`src/rtl/klingon_scan_ctrl.sv`:
```
// ============================================================================
// Module   : klingon_scan_ctrl
// Purpose  : Time-multiplexed scan controller that shares one external
//            combinational 4-bit -> 7-segment Klingon glyph decoder across
//            NUM_DIGITS common-anode digits. Holds a double-buffered frame
//            (pending/active), steps the decoder input through each digit,
//            and registers the decoder result together with the anode select.
// Options  : KLINGON_SCAN_BLANK_EN - when defined, an all-off BLANK guard of
//            BLANK_CYCLES precedes every digit; otherwise digits switch
//            back-to-back.
// Ports    : clk, rst_n      - clock (rising edge), async active-low reset
//            enable          - 1 = scan, 0 = park in IDLE with display dark
//            load_valid/ready/data - host frame handshake, digit i at [4i+3:4i]
//            dec_in/dec_out  - shared glyph decoder request/result
//            seg, an         - registered segments (act-high), anodes (act-low)
//            frame_done      - one-cycle pulse when the last digit's dwell ends
// Revision : 1.0 - initial release
// ============================================================================
`default_nettype none

module klingon_scan_ctrl #(
    parameter int NUM_DIGITS   = 4,
    parameter int DWELL_CYCLES = 1000,
    parameter int BLANK_CYCLES = 16
) (
    input  logic                    clk,
    input  logic                    rst_n,
    input  logic                    enable,
    input  logic                    load_valid,
    output logic                    load_ready,
    input  logic [4*NUM_DIGITS-1:0] load_data,
    output logic [3:0]              dec_in,
    input  logic [6:0]              dec_out,
    output logic [6:0]              seg,
    output logic [NUM_DIGITS-1:0]   an,
    output logic                    frame_done
);

    localparam int c_IDX_W   = (NUM_DIGITS > 1) ? $clog2(NUM_DIGITS) : 1;
    localparam int c_CNT_MAX = (DWELL_CYCLES > BLANK_CYCLES) ? DWELL_CYCLES : BLANK_CYCLES;
    localparam int c_CNT_W   = (c_CNT_MAX > 1) ? $clog2(c_CNT_MAX) : 1;

    localparam logic [c_CNT_W-1:0]    c_DWELL_LAST = c_CNT_W'(DWELL_CYCLES - 1);
    localparam logic [c_IDX_W-1:0]    c_IDX_LAST   = c_IDX_W'(NUM_DIGITS - 1);
    localparam logic [NUM_DIGITS-1:0] c_AN_ONE     = NUM_DIGITS'(1);
    localparam logic [NUM_DIGITS-1:0] c_AN_OFF     = '1;
`ifdef KLINGON_SCAN_BLANK_EN
    localparam logic [c_CNT_W-1:0]    c_BLANK_LAST = c_CNT_W'(BLANK_CYCLES - 1);
`endif

    typedef enum logic [1:0] {
        ST_IDLE  = 2'd0,
        ST_BLANK = 2'd1,
        ST_SHOW  = 2'd2
    } state_t;

    // State that follows IDLE and every completed SHOW dwell.
`ifdef KLINGON_SCAN_BLANK_EN
    localparam state_t c_DIGIT_ENTRY = ST_BLANK;
`else
    localparam state_t c_DIGIT_ENTRY = ST_SHOW;
`endif

    state_t                    r_state, w_state_nxt;
    logic [c_IDX_W-1:0]        r_idx,   w_idx_nxt;
    logic [c_CNT_W-1:0]        r_cnt,   w_cnt_nxt;
    logic [4*NUM_DIGITS-1:0]   r_active;
    logic [4*NUM_DIGITS-1:0]   r_pending;
    logic                      r_pending_valid;
    logic [6:0]                r_seg;
    logic [NUM_DIGITS-1:0]     r_an;
    logic                      r_frame_done;

    logic                      w_dwell_end;
    logic                      w_last_digit;
    logic                      w_frame_end;
    logic                      w_xfer;
    logic                      w_accept;
    logic [NUM_DIGITS-1:0]     w_an_sel;

    assign w_dwell_end  = (r_cnt == c_DWELL_LAST);
    assign w_last_digit = (r_idx == c_IDX_LAST);
    // A dropped enable aborts the frame, so no boundary and no frame_done.
    assign w_frame_end  = enable && (r_state == ST_SHOW) && w_dwell_end && w_last_digit;

    // Pending frame is promoted only while parked or exactly at a frame
    // boundary, so the active frame is never torn mid-scan.
    assign w_xfer     = r_pending_valid && ((r_state == ST_IDLE) || w_frame_end);
    assign load_ready = !r_pending_valid || w_xfer;
    assign w_accept   = load_valid && load_ready;

    assign dec_in   = r_active[{r_idx, 2'b00} +: 4];
    assign w_an_sel = ~(c_AN_ONE << r_idx);

    assign seg        = r_seg;
    assign an         = r_an;
    assign frame_done = r_frame_done;

    // ------------------------------------------------------------------
    // Scan sequencer: state, digit index and dwell/blank counter
    // ------------------------------------------------------------------
    always_ff @(posedge clk or negedge rst_n) begin
        if (!rst_n) begin
            r_state <= ST_IDLE;
            r_idx   <= '0;
            r_cnt   <= '0;
        end else begin
            r_state <= w_state_nxt;
            r_idx   <= w_idx_nxt;
            r_cnt   <= w_cnt_nxt;
        end
    end

    always_comb begin
        w_state_nxt = r_state;
        w_idx_nxt   = r_idx;
        w_cnt_nxt   = r_cnt;
        if (!enable) begin
            w_state_nxt = ST_IDLE;
            w_idx_nxt   = '0;
            w_cnt_nxt   = '0;
        end else begin
            case (r_state)
                ST_IDLE: begin
                    w_state_nxt = c_DIGIT_ENTRY;
                    w_idx_nxt   = '0;
                    w_cnt_nxt   = '0;
                end
`ifdef KLINGON_SCAN_BLANK_EN
                ST_BLANK: begin
                    if (r_cnt == c_BLANK_LAST) begin
                        w_state_nxt = ST_SHOW;
                        w_cnt_nxt   = '0;
                    end else begin
                        w_cnt_nxt   = r_cnt + c_CNT_W'(1);
                    end
                end
`endif
                ST_SHOW: begin
                    if (w_dwell_end) begin
                        w_state_nxt = c_DIGIT_ENTRY;
                        w_cnt_nxt   = '0;
                        w_idx_nxt   = w_last_digit ? '0 : r_idx + c_IDX_W'(1);
                    end else begin
                        w_cnt_nxt   = r_cnt + c_CNT_W'(1);
                    end
                end
                default: begin
                    w_state_nxt = ST_IDLE;
                    w_idx_nxt   = '0;
                    w_cnt_nxt   = '0;
                end
            endcase
        end
    end

    // ------------------------------------------------------------------
    // Frame buffers and registered display outputs
    // ------------------------------------------------------------------
    always_ff @(posedge clk or negedge rst_n) begin
        if (!rst_n) begin
            r_active        <= '0;
            r_pending       <= '0;
            r_pending_valid <= 1'b0;
            r_seg           <= 7'h00;
            r_an            <= c_AN_OFF;
            r_frame_done    <= 1'b0;
        end else begin
            if (w_xfer) begin
                r_active <= r_pending;
            end
            // Accept and transfer in one cycle keeps pending_valid set.
            if (w_accept) begin
                r_pending       <= load_data;
                r_pending_valid <= 1'b1;
            end else if (w_xfer) begin
                r_pending_valid <= 1'b0;
            end

            r_frame_done <= w_frame_end;

            // seg and an update on the same edge so no digit ghosts.
            if (r_state == ST_SHOW) begin
                r_seg <= dec_out;
                r_an  <= w_an_sel;
            end else begin
                r_seg <= 7'h00;
                r_an  <= c_AN_OFF;
            end
        end
    end

endmodule

`default_nettype wire

```
`config.mk`:
```
export PLATFORM = sky130hd
export DESIGN_NAME = klingon_scan_ctrl
export DESIGN_NICKNAME = d
export VERILOG_FILES = /design/src/rtl/klingon_scan_ctrl.sv
export SDC_FILE = /design/constraint.sdc
export NUM_CORES = 1
export LEC_CHECK = 0
export ABC_AREA = 1
export CAP_MARGIN = 20
export CORE_MARGIN = 2
export CORE_UTILIZATION = 40
export DETAILED_ROUTE_END_ITERATION = 7
export GPL_TIMING_DRIVEN = 0
export PLACE_DENSITY = 0.64
export SLEW_MARGIN = 25
export SYNTH_ARGS = -nofsm -noshare
export SYNTH_HDL_FRONTEND = slang
export SYNTH_SLANG_ARGS = --single-unit
```
`constraint.sdc`:
```
create_clock -name clk -period 1.4 [get_ports clk]
set_input_delay 0.21 -clock clk [delete_from_list [all_inputs] [get_ports clk]]
set_output_delay 0.21 -clock clk [all_outputs]
set_load 0.01 [all_outputs]
```
==> metrics.cfg <==
[route]
dr.first_iter.drc_count = 62
num_vias = 2031
routedWlPerCell_um = 12.8
wirelength_um = 5490
ant_nets = 0
firstDrtPassIters = 4
drc_errors = 0
avgViaCountPerCell = 4.72

[final_layout]
layout.cells.non_filler = 430
fill_cells = 555
multi_input_area_um2 = 1120
nets = 382
syn_to_final_growth_pct = 47.4
regArea_um2 = 1460
drive_above_1_share = 0.304
antenna_cells = 0
final_util = 0.618

[worst_setup_path]
path_max_fanout = 6
r2r_end = r_active[10]
worstPathRequired_ps = 1190
critPathKind = in -> out
r2r_slack_ps = -220
worst_setup_path_end_kind = output pin
crit_arrival_ps = 1500
r2r_start = r_cnt[1]
worst_setup_path_start_kind = primary input
reg2regPathDepth = 11

[timing]
fin_ws_ps = -306
slew_viol_final = 0
setup_violations = 39
skew_ps = 6.39
final-hold-violation-count = 0
tightest_slew_ps = 415
fin_crit_sh = 1.22
clock.fmax_mhz = 586
rsz0062_at_grt = yes
slew_headroom = 0.723
fin_crit_ps = 1710

[placement]
place.gp.congestion = 0.798
port_buffers = 42
dp_hpwl_um = 3430
placedCellCount = 392

[power_and_ir_drop]
leakage_nw = 1.88
p_seq_frac = 0.431
ir_drop_mv = 0.576
p_sw_mw = 1.13
switching_share = 0.246
internal_power_mw = 3.49
p_per_area_nw_per_um2 = 1240
power_frac_comb = 0.153
pwr-share-clk = 0.416

[cts]
cts_tree = yes
clock_path_buffers = 2
ctsHtreeMaxLevel = 3
numCtsBuffers = 9
path_clk_slew_ps = 70
root_buffer = clkbuf_8
cts_sinks = 58
worstSkewPairLatency_ps = 330

[worst_hold_path]
hold_depth = 3
hold_start = load_valid
min_path_type = in -> reg
min_to = r_pending[13]

[die]
initial_core_util = 0.419
placeableCoreArea_um2 = 6030
fp-row-count = 28
die_width_um = 83.5
fp.dieArea_um2 = 6970
ios = 44
die_y_um = 83.5

[grt]
grt_max_degree = 46
grt_usage = 0.161
gr-total-overflow = 0
grt_pass1_wl_um = 8900
grt_antenna_before_repair = 0
first_global_vias = 1981

[outcome]
status = finished with violations
violations = negative setup slack

[synthesis]
syn_area_um2 = 2530
synth_area_leaders = dfrtp_1 53%, nand2_1 13%, nand3_1 7.3%
synth_top_area_frac = 0.535
synth_top_cell_by_area = dfrtp_1
syn_avg_cell_area_um2 = 9.22
ys_seq_area_frac = 0.577
yosysWarnings = 0
ys_types = 25
synth_seq_cells = 58
syn_inst = 274
syn_nets = 306

[job]
drv_cap = 0

-- synth_stat cells, drive strengths merged --
cell,number
a21oi,2
buf,9
clkbuf,5
dfrtp,54
dfstp,4
ha,5
inv,16
nand2,90
nand3,38
nand4,4
nor2,23
nor3,4
nor3b,3
nor4,1
o21ai,9
o22ai,4
xnor2,1
xor2,2
-- sequential cells by signal, indices dropped and copies added, names as in the netlist, 2 cells and up --
| register | flops |
|---|---|
| an | 4 |
| r_active | 16 |
| r_cnt | 10 |
| r_idx | 2 |
| r_pending | 16 |
| seg | 7 |
-- cell type report --
cell class                 instances  share of cell area
timing repair buffer              65               0.167
clock inverter                     5              0.0269
multi-input combinational        186               0.300
clock buffer                      11              0.0406
tap                               75              0.0252
inverter                          16              0.0168
sequential                        58               0.392
buffer                            14              0.0326
-- through the flow --
| step | power (mW) | instance area, um^2 | hold WS, ps | TNS, ps | setup slack [ps] |
|---|---|---|---|---|---|
| floorplan | 2.31 | 2530 | -85.6 | -765 | -61.7 |
| global placement | 2.59 | 3050 | 444 | -108810 | -1680 |
| detailed placement | 2.62 | 3070 | 80.9 | -15330 | -869 |
| CTS | 4.59 | 3520 | 217 | -9390 | -340 |
| global route | 4.84 | 3720 | 236 | -8970 | -362 |
| finish | 4.62 | 3720 | 235 | -6020 | -306 |
-- worst max-delay path by stage --
stage,endpoint,startpoint,cells after the start,slack (ps)
floorplan,r_pending[10],r_idx[1],9,-60
detailed placement,load_ready,enable,7,-870
global route,load_ready,enable,7,-360
finish,load_ready,enable,7,-310
CTS,load_ready,r_idx[0],7,-340
global placement,seg[5],rst_n,1,-1680
-- layer usage --
layer  GRT usage  up-vias  wire length (um)
met5           0        -                 0
met4      0.0674        0                82
met3      0.0534        8               270
met2       0.269       49              2710
met1       0.192      939              2430
li1            -     1035                 -
-- worst max-delay path, cell delays in order --
cell and delay [ps]:
clkdlybuf4s50_1 630, inv_2 90, nor2_4 130, nand4_4 130
nand3_4 120, buf_6 110, buf_6 90
-- cells by family (layout without fill, tap and decap cells) --
group                    count (synthesis)  in the layout  synth area share
adder cells (fa/ha/maj)                  5              5            0.0248
flip-flops                              58             58             0.577
AO/OA/AOI/OAI                           15             15            0.0317
buffers and inverters                   30            111            0.0584
XOR/XNOR                                 3              3            0.0104
AND/OR/NAND/NOR                        163            163             0.298
-- power groups by stage --
| stage | clock [mW] | sequential [mW] | combinational, mW |
|---|---|---|---|
| floorplan | 0 | 1.98 | 0.331 |
| global placement | 0 | 2.00 | 0.595 |
| detailed placement | 0 | 2.00 | 0.614 |
| CTS | 1.96 | 1.97 | 0.662 |
| global route | 2.03 | 2.01 | 0.795 |
| finish | 1.92 | 1.99 | 0.707 |
-- placed cells by master (no fill, tap or decap), drive strengths merged --
cell type	netlist	final
nand2	90	90
dfrtp	54	54
nand3	38	38
buf	9	37
clkdlybuf4s50	0	24
nor2	23	23
clkbuf	5	16
inv	16	16
dlygate4sd2	0	10
o21ai	9	9
ha	5	5
dfstp	4	4
nor3	4	4
o22ai	4	4
nand4	4	4
bufinv	0	3
nor3b	3	3
a21oi	2	2
xor2	2	2
clkinv	0	2
dlymetal6s2s	0	2
nor4	1	1
xnor2	1	1
dlygate4sd3	0	1
-- repair_timing --
item                                    CTS  global route
buffers inserted                         14             7
hold endpoints to repair                 13             0
gates resized for setup                  61            51
hold buffers                              1             0
pin swaps                                 9            16
gates cloned                              2             1
endpoints found under the setup margin   60            52
Power figures use the tool's default switching activity.
